`src/rtl/control_pkg.sv`:
```
// Shared encodings for the multicycle ARM control path: FSM states, ALU
// operations, data-processing commands and condition codes.
package control_pkg;

  localparam logic [3:0] FETCH  = 4'd0;
  localparam logic [3:0] DECODE = 4'd1;
  localparam logic [3:0] MEMADR = 4'd2;
  localparam logic [3:0] MEMRD  = 4'd3;
  localparam logic [3:0] MEMWB  = 4'd4;
  localparam logic [3:0] MEMWR  = 4'd5;
  localparam logic [3:0] EXECR  = 4'd6;
  localparam logic [3:0] EXECI  = 4'd7;
  localparam logic [3:0] ALUWB  = 4'd8;
  localparam logic [3:0] BRANCH = 4'd9;

  localparam logic [2:0] ALU_ADD = 3'b000;
  localparam logic [2:0] ALU_SUB = 3'b001;
  localparam logic [2:0] ALU_AND = 3'b010;
  localparam logic [2:0] ALU_ORR = 3'b011;
  localparam logic [2:0] ALU_ADC = 3'b100;

  localparam logic [3:0] CMD_AND = 4'b0000;
  localparam logic [3:0] CMD_SUB = 4'b0010;
  localparam logic [3:0] CMD_ADD = 4'b0100;
  localparam logic [3:0] CMD_ADC = 4'b0101;
  localparam logic [3:0] CMD_CMP = 4'b1010;
  localparam logic [3:0] CMD_ORR = 4'b1100;
  localparam logic [3:0] CMD_MOV = 4'b1101;

  localparam logic [3:0] COND_EQ = 4'b0000;
  localparam logic [3:0] COND_NE = 4'b0001;
  localparam logic [3:0] COND_CS = 4'b0010;
  localparam logic [3:0] COND_CC = 4'b0011;
  localparam logic [3:0] COND_MI = 4'b0100;
  localparam logic [3:0] COND_PL = 4'b0101;
  localparam logic [3:0] COND_VS = 4'b0110;
  localparam logic [3:0] COND_VC = 4'b0111;
  localparam logic [3:0] COND_HI = 4'b1000;
  localparam logic [3:0] COND_LS = 4'b1001;
  localparam logic [3:0] COND_GE = 4'b1010;
  localparam logic [3:0] COND_LT = 4'b1011;
  localparam logic [3:0] COND_GT = 4'b1100;
  localparam logic [3:0] COND_LE = 4'b1101;
  localparam logic [3:0] COND_AL = 4'b1110;
  localparam logic [3:0] COND_NV = 4'b1111;

endpackage

```
`src/rtl/alu_decoder.sv`:
```
// Data-processing command decode: ALU operation, flag-write mask, suppressed
// register write and shifter routing.
module alu_decoder
  import control_pkg::*;
(
  input  logic [3:0] cmd,
  input  logic       s_bit,
  output logic [2:0] alu_ctl,
  output logic [1:0] flag_w,
  output logic       no_write,
  output logic       shift
);

  always_comb begin
    alu_ctl  = ALU_ADD;
    flag_w   = 2'b00;
    no_write = 1'b0;
    shift    = 1'b0;
    case (cmd)
      CMD_AND: begin alu_ctl = ALU_AND; flag_w = s_bit ? 2'b10 : 2'b00; end
      CMD_SUB: begin alu_ctl = ALU_SUB; flag_w = s_bit ? 2'b11 : 2'b00; end
      CMD_ADD: begin alu_ctl = ALU_ADD; flag_w = s_bit ? 2'b11 : 2'b00; end
      CMD_ADC: begin alu_ctl = ALU_ADC; flag_w = s_bit ? 2'b11 : 2'b00; end
      CMD_ORR: begin alu_ctl = ALU_ORR; flag_w = s_bit ? 2'b10 : 2'b00; end
      // compare always updates all four flags and never writes a register
      CMD_CMP: begin alu_ctl = ALU_SUB; flag_w = 2'b11; no_write = 1'b1; end
      CMD_MOV: begin
        alu_ctl = ALU_ADD;
        shift   = 1'b1;
        flag_w  = s_bit ? 2'b10 : 2'b00;
      end
      default: no_write = 1'b1;
    endcase
  end

endmodule

```
`src/rtl/multicycle_control.sv`:
```
// Multicycle ARM sequencer: per-state datapath strobes and selects, NZCV flag
// register and condition-field evaluation in DECODE.
module multicycle_control
  import control_pkg::*;
(
  input  logic       clk,
  input  logic       n_reset,
  input  logic [3:0] cond,
  input  logic [1:0] op,
  input  logic [5:0] funct,
  input  logic [3:0] rd,
  input  logic [3:0] alu_flags,
  output logic       pc_w,
  output logic       adr_src,
  output logic       mem_w,
  output logic       ir_w,
  output logic       reg_w,
  output logic [1:0] result_src,
  output logic       alu_src_a,
  output logic [1:0] alu_src_b,
  output logic [1:0] imm_src,
  output logic [1:0] reg_src,
  output logic [2:0] alu_ctl,
  output logic       shift,
  output logic [3:0] flags
);

  logic [3:0] state, state_nx;
  logic [2:0] dec_alu_ctl;
  logic [1:0] flag_w;
  logic       no_write, dec_shift, cond_ok;
  logic       f_n, f_z, f_c, f_v;

  assign {f_n, f_z, f_c, f_v} = flags;

  alu_decoder u_alu_decoder (
    .cmd      (funct[4:1]),
    .s_bit    (funct[0]),
    .alu_ctl  (dec_alu_ctl),
    .flag_w   (flag_w),
    .no_write (no_write),
    .shift    (dec_shift)
  );

  always_comb begin
    cond_ok = 1'b0;
    case (cond)
      COND_EQ: cond_ok = f_z;
      COND_NE: cond_ok = !f_z;
      COND_CS: cond_ok = f_c;
      COND_CC: cond_ok = !f_c;
      COND_MI: cond_ok = f_n;
      COND_PL: cond_ok = !f_n;
      COND_VS: cond_ok = f_v;
      COND_VC: cond_ok = !f_v;
      COND_HI: cond_ok = f_c && !f_z;
      COND_LS: cond_ok = !f_c || f_z;
      COND_GE: cond_ok = (f_n == f_v);
      COND_LT: cond_ok = (f_n != f_v);
      COND_GT: cond_ok = !f_z && (f_n == f_v);
      COND_LE: cond_ok = f_z || (f_n != f_v);
      COND_AL: cond_ok = 1'b1;
      default: cond_ok = 1'b0;
    endcase
  end

  always_ff @(posedge clk or negedge n_reset) begin
    if (!n_reset) begin
      state <= FETCH;
      flags <= 4'b0000;
    end else begin
      state <= state_nx;
      if (state == EXECR || state == EXECI) begin
        if (flag_w[1]) flags[3:2] <= alu_flags[3:2];
        if (flag_w[0]) flags[1:0] <= alu_flags[1:0];
      end
    end
  end

  always_comb begin
    state_nx = FETCH;
    case (state)
      FETCH:  state_nx = DECODE;
      DECODE: begin
        if (cond_ok) begin
          case (op)
            2'b00:   state_nx = funct[5] ? EXECI : EXECR;
            2'b01:   state_nx = MEMADR;
            2'b10:   state_nx = BRANCH;
            default: state_nx = FETCH;
          endcase
        end
      end
      MEMADR: state_nx = funct[0] ? MEMRD : MEMWR;
      MEMRD:  state_nx = MEMWB;
      EXECR,
      EXECI:  state_nx = no_write ? FETCH : ALUWB;
      default: state_nx = FETCH;
    endcase
  end

  always_comb begin
    pc_w       = 1'b0;
    adr_src    = 1'b0;
    mem_w      = 1'b0;
    ir_w       = 1'b0;
    reg_w      = 1'b0;
    result_src = 2'b00;
    alu_src_a  = 1'b0;
    alu_src_b  = 2'b00;
    alu_ctl    = ALU_ADD;
    shift      = 1'b0;
    imm_src    = op;
    reg_src    = {op == 2'b01, op == 2'b10};
    case (state)
      FETCH: begin
        ir_w       = 1'b1;
        pc_w       = 1'b1;
        alu_src_a  = 1'b1;
        alu_src_b  = 2'b10;
        result_src = 2'b10;
      end
      DECODE: begin
        alu_src_a  = 1'b1;
        alu_src_b  = 2'b10;
        result_src = 2'b10;
      end
      MEMADR: alu_src_b = 2'b01;
      MEMRD:  adr_src = 1'b1;
      MEMWB: begin
        result_src = 2'b01;
        pc_w       = (rd == 4'd15);
        reg_w      = (rd != 4'd15);
      end
      MEMWR: begin
        adr_src = 1'b1;
        mem_w   = 1'b1;
      end
      EXECR: begin
        alu_ctl = dec_alu_ctl;
        shift   = dec_shift;
      end
      EXECI: begin
        alu_src_b = 2'b01;
        alu_ctl   = dec_alu_ctl;
        shift     = dec_shift;
      end
      ALUWB: begin
        pc_w  = (rd == 4'd15);
        reg_w = (rd != 4'd15);
      end
      BRANCH: begin
        alu_src_b  = 2'b01;
        result_src = 2'b10;
        pc_w       = 1'b1;
      end
      default: ;
    endcase
  end

endmodule

```
`config.mk`:
```
export PLATFORM = sky130hd
export DESIGN_NAME = multicycle_control
export DESIGN_NICKNAME = d
export VERILOG_FILES = /design/src/rtl/control_pkg.sv /design/src/rtl/alu_decoder.sv /design/src/rtl/multicycle_control.sv
export SDC_FILE = /design/constraint.sdc
export NUM_CORES = 1
export LEC_CHECK = 0
export CAP_MARGIN = 15
export CORE_MARGIN = 10
export CORE_UTILIZATION = 30
export CTS_CLUSTER_SIZE = 10
export DETAILED_ROUTE_END_ITERATION = 8
export PLACE_DENSITY_LB_ADDON = 0.15
export SYNTH_ARGS = -nofsm -noshare
export SYNTH_HDL_FRONTEND = slang
export SYNTH_SLANG_ARGS = --single-unit
```
`constraint.sdc`:
```
create_clock -name clk -period 1.35 [get_ports clk]
set_input_delay 0.405 -clock clk [delete_from_list [all_inputs] [get_ports clk]]
set_output_delay 0.405 -clock clk [all_outputs]
set_load 0.02 [all_outputs]
```
Word-level counts from Yosys, hierarchy flattened

Index checks and enable logic that the tools add are counted.

Flip-flop bits (word level): 8

Multiplexer cells: 22
Reduce and logical (&&, ||, !) cells: 26
Equal/unequal tests: 35

Operators by type and width:

| operator                                      | number |
|---|---|
| == test 4 bit, second input constant          | 13 |
| == test 4 x 3 -> 1 bit, second input constant | 10 |
| == test 4 x 2 -> 1 bit, second input constant | 5 |
| one-hot mux 4 bit (5 select lines)            | 1 |
| one-hot mux 1 bit (15 select lines)           | 1 |
| logical NOT 4 bit                             | 3 |
| one-hot mux 3 bit (4 select lines)            | 1 |
| one-hot mux 4 bit (3 select lines)            | 1 |
| OR reduction 2 bit                            | 6 |
| OR reduction 3 bit                            | 4 |
| == test 4 x 1 -> 1 bit, second input constant | 2 |
| two-way mux 1 bit                             | 8 |
| two-way mux 4 bit                             | 2 |
| one-hot mux 2 bit (2 select lines)            | 2 |
| two-way mux 3 bit                             | 2 |
| one-hot mux 2 bit (3 select lines)            | 1 |
| OR reduction 6 bit                            | 1 |
| logical NOT 1 bit                             | 4 |
| two-way mux 2 bit                             | 2 |
| != test 4 bit, second input constant          | 1 |
| AND reduction 2 bit                           | 2 |
| logical OR 1 bit                              | 3 |
| == test 2 x 1 -> 1 bit, second input constant | 1 |
| == test 2 bit, second input constant          | 1 |
| other kinds (5)                               | 6 |

Depth between registers and ports, before layout

Gate-level depths: netlist (run 1).

Word-level depth: 5
Depth in mapped cells: 6
Depth with buffers taken out: 5

Modules after synthesis

From an unflattened synthesis (run 1), not the netlist that was laid out.

Cell total of the unflattened synthesis: 105
Area total of the unflattened synthesis: 840.8 µm²

By module, submodules not included:

| module             | cells each | times used | area each (µm²) | seq. area each (µm²) |
|---|---|---|---|---|
| multicycle_control | 88         | 1          | 708.2           | 200.2 |
| alu_decoder        | 17         | 1          | 132.6           | 0.0 |

Least setup slack after synthesis (run 1)

Ideal clock, no wire load.

Path kind: reg2out
From: reg state[3]
To: out alu_ctl[1]
Arrival: 1496 ps
Required time: 945 ps
Stages on the path, launching flop included: 4
Setup slack: -551 ps
Cell sequence: dfrtp_1 -> nand2b_2 -> or2_1 -> nor4_1

Word-level cells in the longest chain between the ends: 3
Elaborated cells on any way between the ends: 4

Ends and longest elaborated chain:

| what                             | line                      | RTL |
|---|---|---|
| start, declared                  | multicycle_control.sv:28  | `logic [3:0] state, state_nx;` |
| start signal, assigned           | multicycle_control.sv:72  | `state <= state_nx;` |
| == test 4 x 3 -> 1 bit           | multicycle_control.sv:115 | `case (state)` |
| OR reduction 2 bit (no line) (*) | -                         |  |
| two-way mux 3 bit (*)            | multicycle_control.sv:115 |  |
| end, declared                    | multicycle_control.sv:23  | `output logic [2:0] alu_ctl,` |

Mark *: on every way between the ends. The rest lies on a longest branch, timed or not.

Final worst setup path (run 1)

Ends and elaborated chain as after synthesis.

==> impl_metrics.yaml, run 1 <==
yosys:
  syn_area_um2: 825
  synth_cells: 105
  synth-simple-area-share_pct: 34.4
  synth_seq_cells: 8
  synth_compound_area_share_pct: 17.9
  avgSynthCellArea_um2: 7.85
  synth.distinct_cells: 46
  synth-adder-area-share_pct: 0
  synth-main-ff-cell: "dfrtp_1"
  synth_edf_count: 0
  synth_top_family_by_area: "simple AND/OR/NAND/NOR gates"
  syn_nets: 127
  synth_xor_area_share_pct: 5.31
  synth.area.mux_share_pct: 8.80
  synth-warning-count: 0
  synth.yosys.seq_area_share_pct: 24.3
  synthArstFlopShare_pct: 100
cts:
  cts.sinks: 8
  cts-htree-levels: 1
  cts_tree: "built"
  cts_hold_buf: 0
  clk_path_buf_depth: 2
  clk_latency_ns: 0.24
  cts_root_buf: "clkbuf_4"
  numCtsBuffers: 3
  clk_pin_slew_ns: 0.05
layout:
  fill_cells: 170
  area_delta_synth_final_pct: 134
  fin_nets: 209
  antennaDiodeCount: 0
  drive_gt1_share_pct: 67.6
sta:
  post-route-worst-setup-slack_ns: -0.471
  clock_skew_ns: 0.00237
  tightestPinTransition_ns: 0.337
  holdWs_ns: 0.428
  finalSetupViolations: 22
  period_share_pct: 135
  hold_viol_final: 0
  fin_crit_ns: 1.82
  rsz0062_at_grt: "yes"
  slew_violations: 0
  fmax_mhz: 549
  max_slew_margin_pct: 77.4
global_route:
  grt_max_degree: 12
  grt_pass1_vias: 1245
  grt_antenna_before_repair: 0
  grt_first_pass_wirelength_um: 5830
  grt_overflow: 0
  grt_use_total_pct: 13.4
die:
  coreArea_mm2: 0.00254
  die_w_um: 72.4
  die_area_mm2: 0.00525
  rows: 18
  floorplan.initialDensity_pct: 32.4
  fp.dieH_um: 72.4
  ios: 44
outcome:
  violations: "negative setup slack"
  outcome: "finished with violations"
drt:
  drtAntennaViolNets: 0
  vias: 1089
  wirelength_um: 3340
  route.detailed.drc: 0
  dr.pass1.iters: 4
  drtIter0Drc: 13
  via_per_inst: 5.07
  wl_per_cell_um: 15.5
pwr:
  p_seq_share_pct: 15.4
  switchingPower_w: 0.00115
  vdd_drop_max_mv: 1.23
  pwr-share-comb_pct: 78.3
  power.internal_w: 0.00156
  clkPwrFrac_pct: 6.3
  pwr_density_cell_mw_per_mm2: 1400
  switching_share_pct: 42.4
  power.leakage_nw: 0.842
place:
  pre_cts_ws_ns: -1.05
  port_buffers: 43
  post-dp-hpwl_um: 2480
  routabilityCongestion: 0.796
setup_path:
  max_stage_delay_ns: 0.37
  cp_max_fo: 4
  setup.worst_path.end_class: "primary output"
  crit_chain: "nand2b_4 -> or2_4 -> nor4_4 -> buf_4"
  crit_path_start_kind: "flip-flop"
  crit_start: "state[3]$_DFF_PN0_"
  path_class: "flip-flop to primary output"
  cpMaxStageDelayCell: "dfrtp_1"
  r2r_start: "flags[3]$_DFFE_PN0P_"
  arrival_ns: 1.42
  cp.required_ns: 0.95
flow_run:
  maxCapViolations: 0
worst_hold_path:
  hold_class: "input port to async pin"
[worst max-delay path: cells and delay by family (launching register included)]
family | cells | cell delay (ns)
buffers and inverters | 1 | 0.17
and+or+nand+nor | 3 | 0.63
DFF | 1 | 0.37
[synth_stat cells, types with 2 or more instances]
library cell | n | area share, %
xor2_1 | 3 | 3.2
nand2_1 | 5 | 2.3
o31a_1 | 2 | 2.1
dfrtp_1 | 8 | 24
nor3_1 | 6 | 3.6
mux2i_1 | 2 | 2.4
clkbuf_1 | 2 | 0.91
buf_2 | 3 | 1.8
nor4_1 | 3 | 2.3
nand3_1 | 4 | 2.4
xnor2_1 | 2 | 2.1
mux2_1 | 2 | 2.7
nor2b_1 | 3 | 2.3
buf_4 | 2 | 1.8
o32ai_1 | 2 | 2.1
o21ai_1 | 2 | 1.2
or3_1 | 2 | 1.5
nand4_1 | 2 | 1.5
inv_1 | 4 | 1.8
nor2_1 | 12 | 5.5
nand2b_1 | 2 | 1.5
mux2_4 | 2 | 3.6
o2bb2ai_1 | 2 | 2.1
o31ai_1 | 2 | 1.8
a21oi_1 | 5 | 3.0
[metrics by stage]
| step | instances | setup TNS (ns) | total power, W | cell area (µm²) | util, % |
|---|---|---|---|---|---|
| final | 215 | -6.88 | 0.00271 | 1930 | 75.9 |
| after global routing | 215 | -8.28 | 0.00288 | 1930 | 75.9 |
| after global placement | 199 | -19.38 | 0.00205 | 1610 | 63.4 |
| after detailed placement | 199 | -20.14 | 0.00209 | 1610 | 63.4 |
| after floorplan | 105 | -2.00 | 0.00137 | 997 | - |
| after CTS | 213 | -7.31 | 0.00262 | 1860 | 73.0 |
[power groups by stage]
stage	clock (W)	combinational, W	sequential [W]
after CTS	0.000183	0.00201	0.000418
after detailed placement	0	0.00168	0.000407
after floorplan	0	0.000964	0.000406
after global routing	0.000189	0.00226	0.000430
final	0.000171	0.00213	0.000417
after global placement	0	0.00165	0.000405
[final timing paths]
check,to,slack (ns),depth (start not counted)
hold reg to reg,flags[0]$_DFFE_PN0P_,0.58,1
hold / removal,flags[2]$_DFFE_PN0P_,0.43,1
setup reg to reg,state[2]$_DFF_PN0_,-0.25,6
max in group asynchronous,state[0]$_DFF_PN0_,0.65,1
setup / recovery,alu_ctl[1],-0.47,4
min in group clk,state[3]$_DFF_PN0_,0.49,3
[layout by cell type, fill, tap and decap left out, types with 2 or more instances in the layout]
cell              n
buf_4            34
dfrtp_2           4
clkbuf_4          3
o32ai_2           2
nand2b_4          2
buf_2             5
clkdlybuf4s50_1  11
o31a_1            2
nand2_1           4
a21oi_1           3
buf_6            25
nor2_1            6
mux2_4            4
nor2b_1           2
nor4_4            2
xor2_1            2
o21ai_2           2
dfrtp_1           4
dlygate4sd2_1     3
nor3_4            5
o31ai_2           2
clkbuf_2          2
clkdlybuf4s15_2   2
nand3_1           3
inv_1             4
nand4_1           2
mux2i_1           2
nor2_4            7
[cell type report]
class                      count  area, µm²  share of cell area, %
clock buffer                   3       22.5                   1.17
inverter                       6       27.5                   1.42
multi-input combinational     83        863                   44.7
sequential                     8        205                   10.6
tap                           30       37.5                   1.94
timing repair buffer          85        776                   40.2
[repair_timing]
| item | 4_1_cts | 5_1_grt |
|---|---|---|
| pin swaps | 26 | 11 |
| endpoints found under the setup margin | 30 | 26 |
| setup buffers | 11 | 3 |
| gates resized for setup | 172 | 22 |
[sequential cells by signal, summed over array words and instances, names as in the netlist]
register / flops
flags: 4
state: 4
[kinds of logic after synthesis]
kind of cell,count (synthesis)
xor+xnor,5
mux,6
simple gates,51
compound gates,21
flops,8
buf+inv,14
[metal layers]
layer	track usage [%]	wire (µm)
met4	4.43	41
met5	0	0
met1	14.2	1200
met2	25.5	1890
met3	2.86	208
(Power assumes the default switching activity.)
==> inputs of run 2 (changes only) <==
Settings changed: TNS_END_PERCENT from default to 100.
==> results of run 2 <==
Final layout, timing and power as in run 1 (identical DEF).
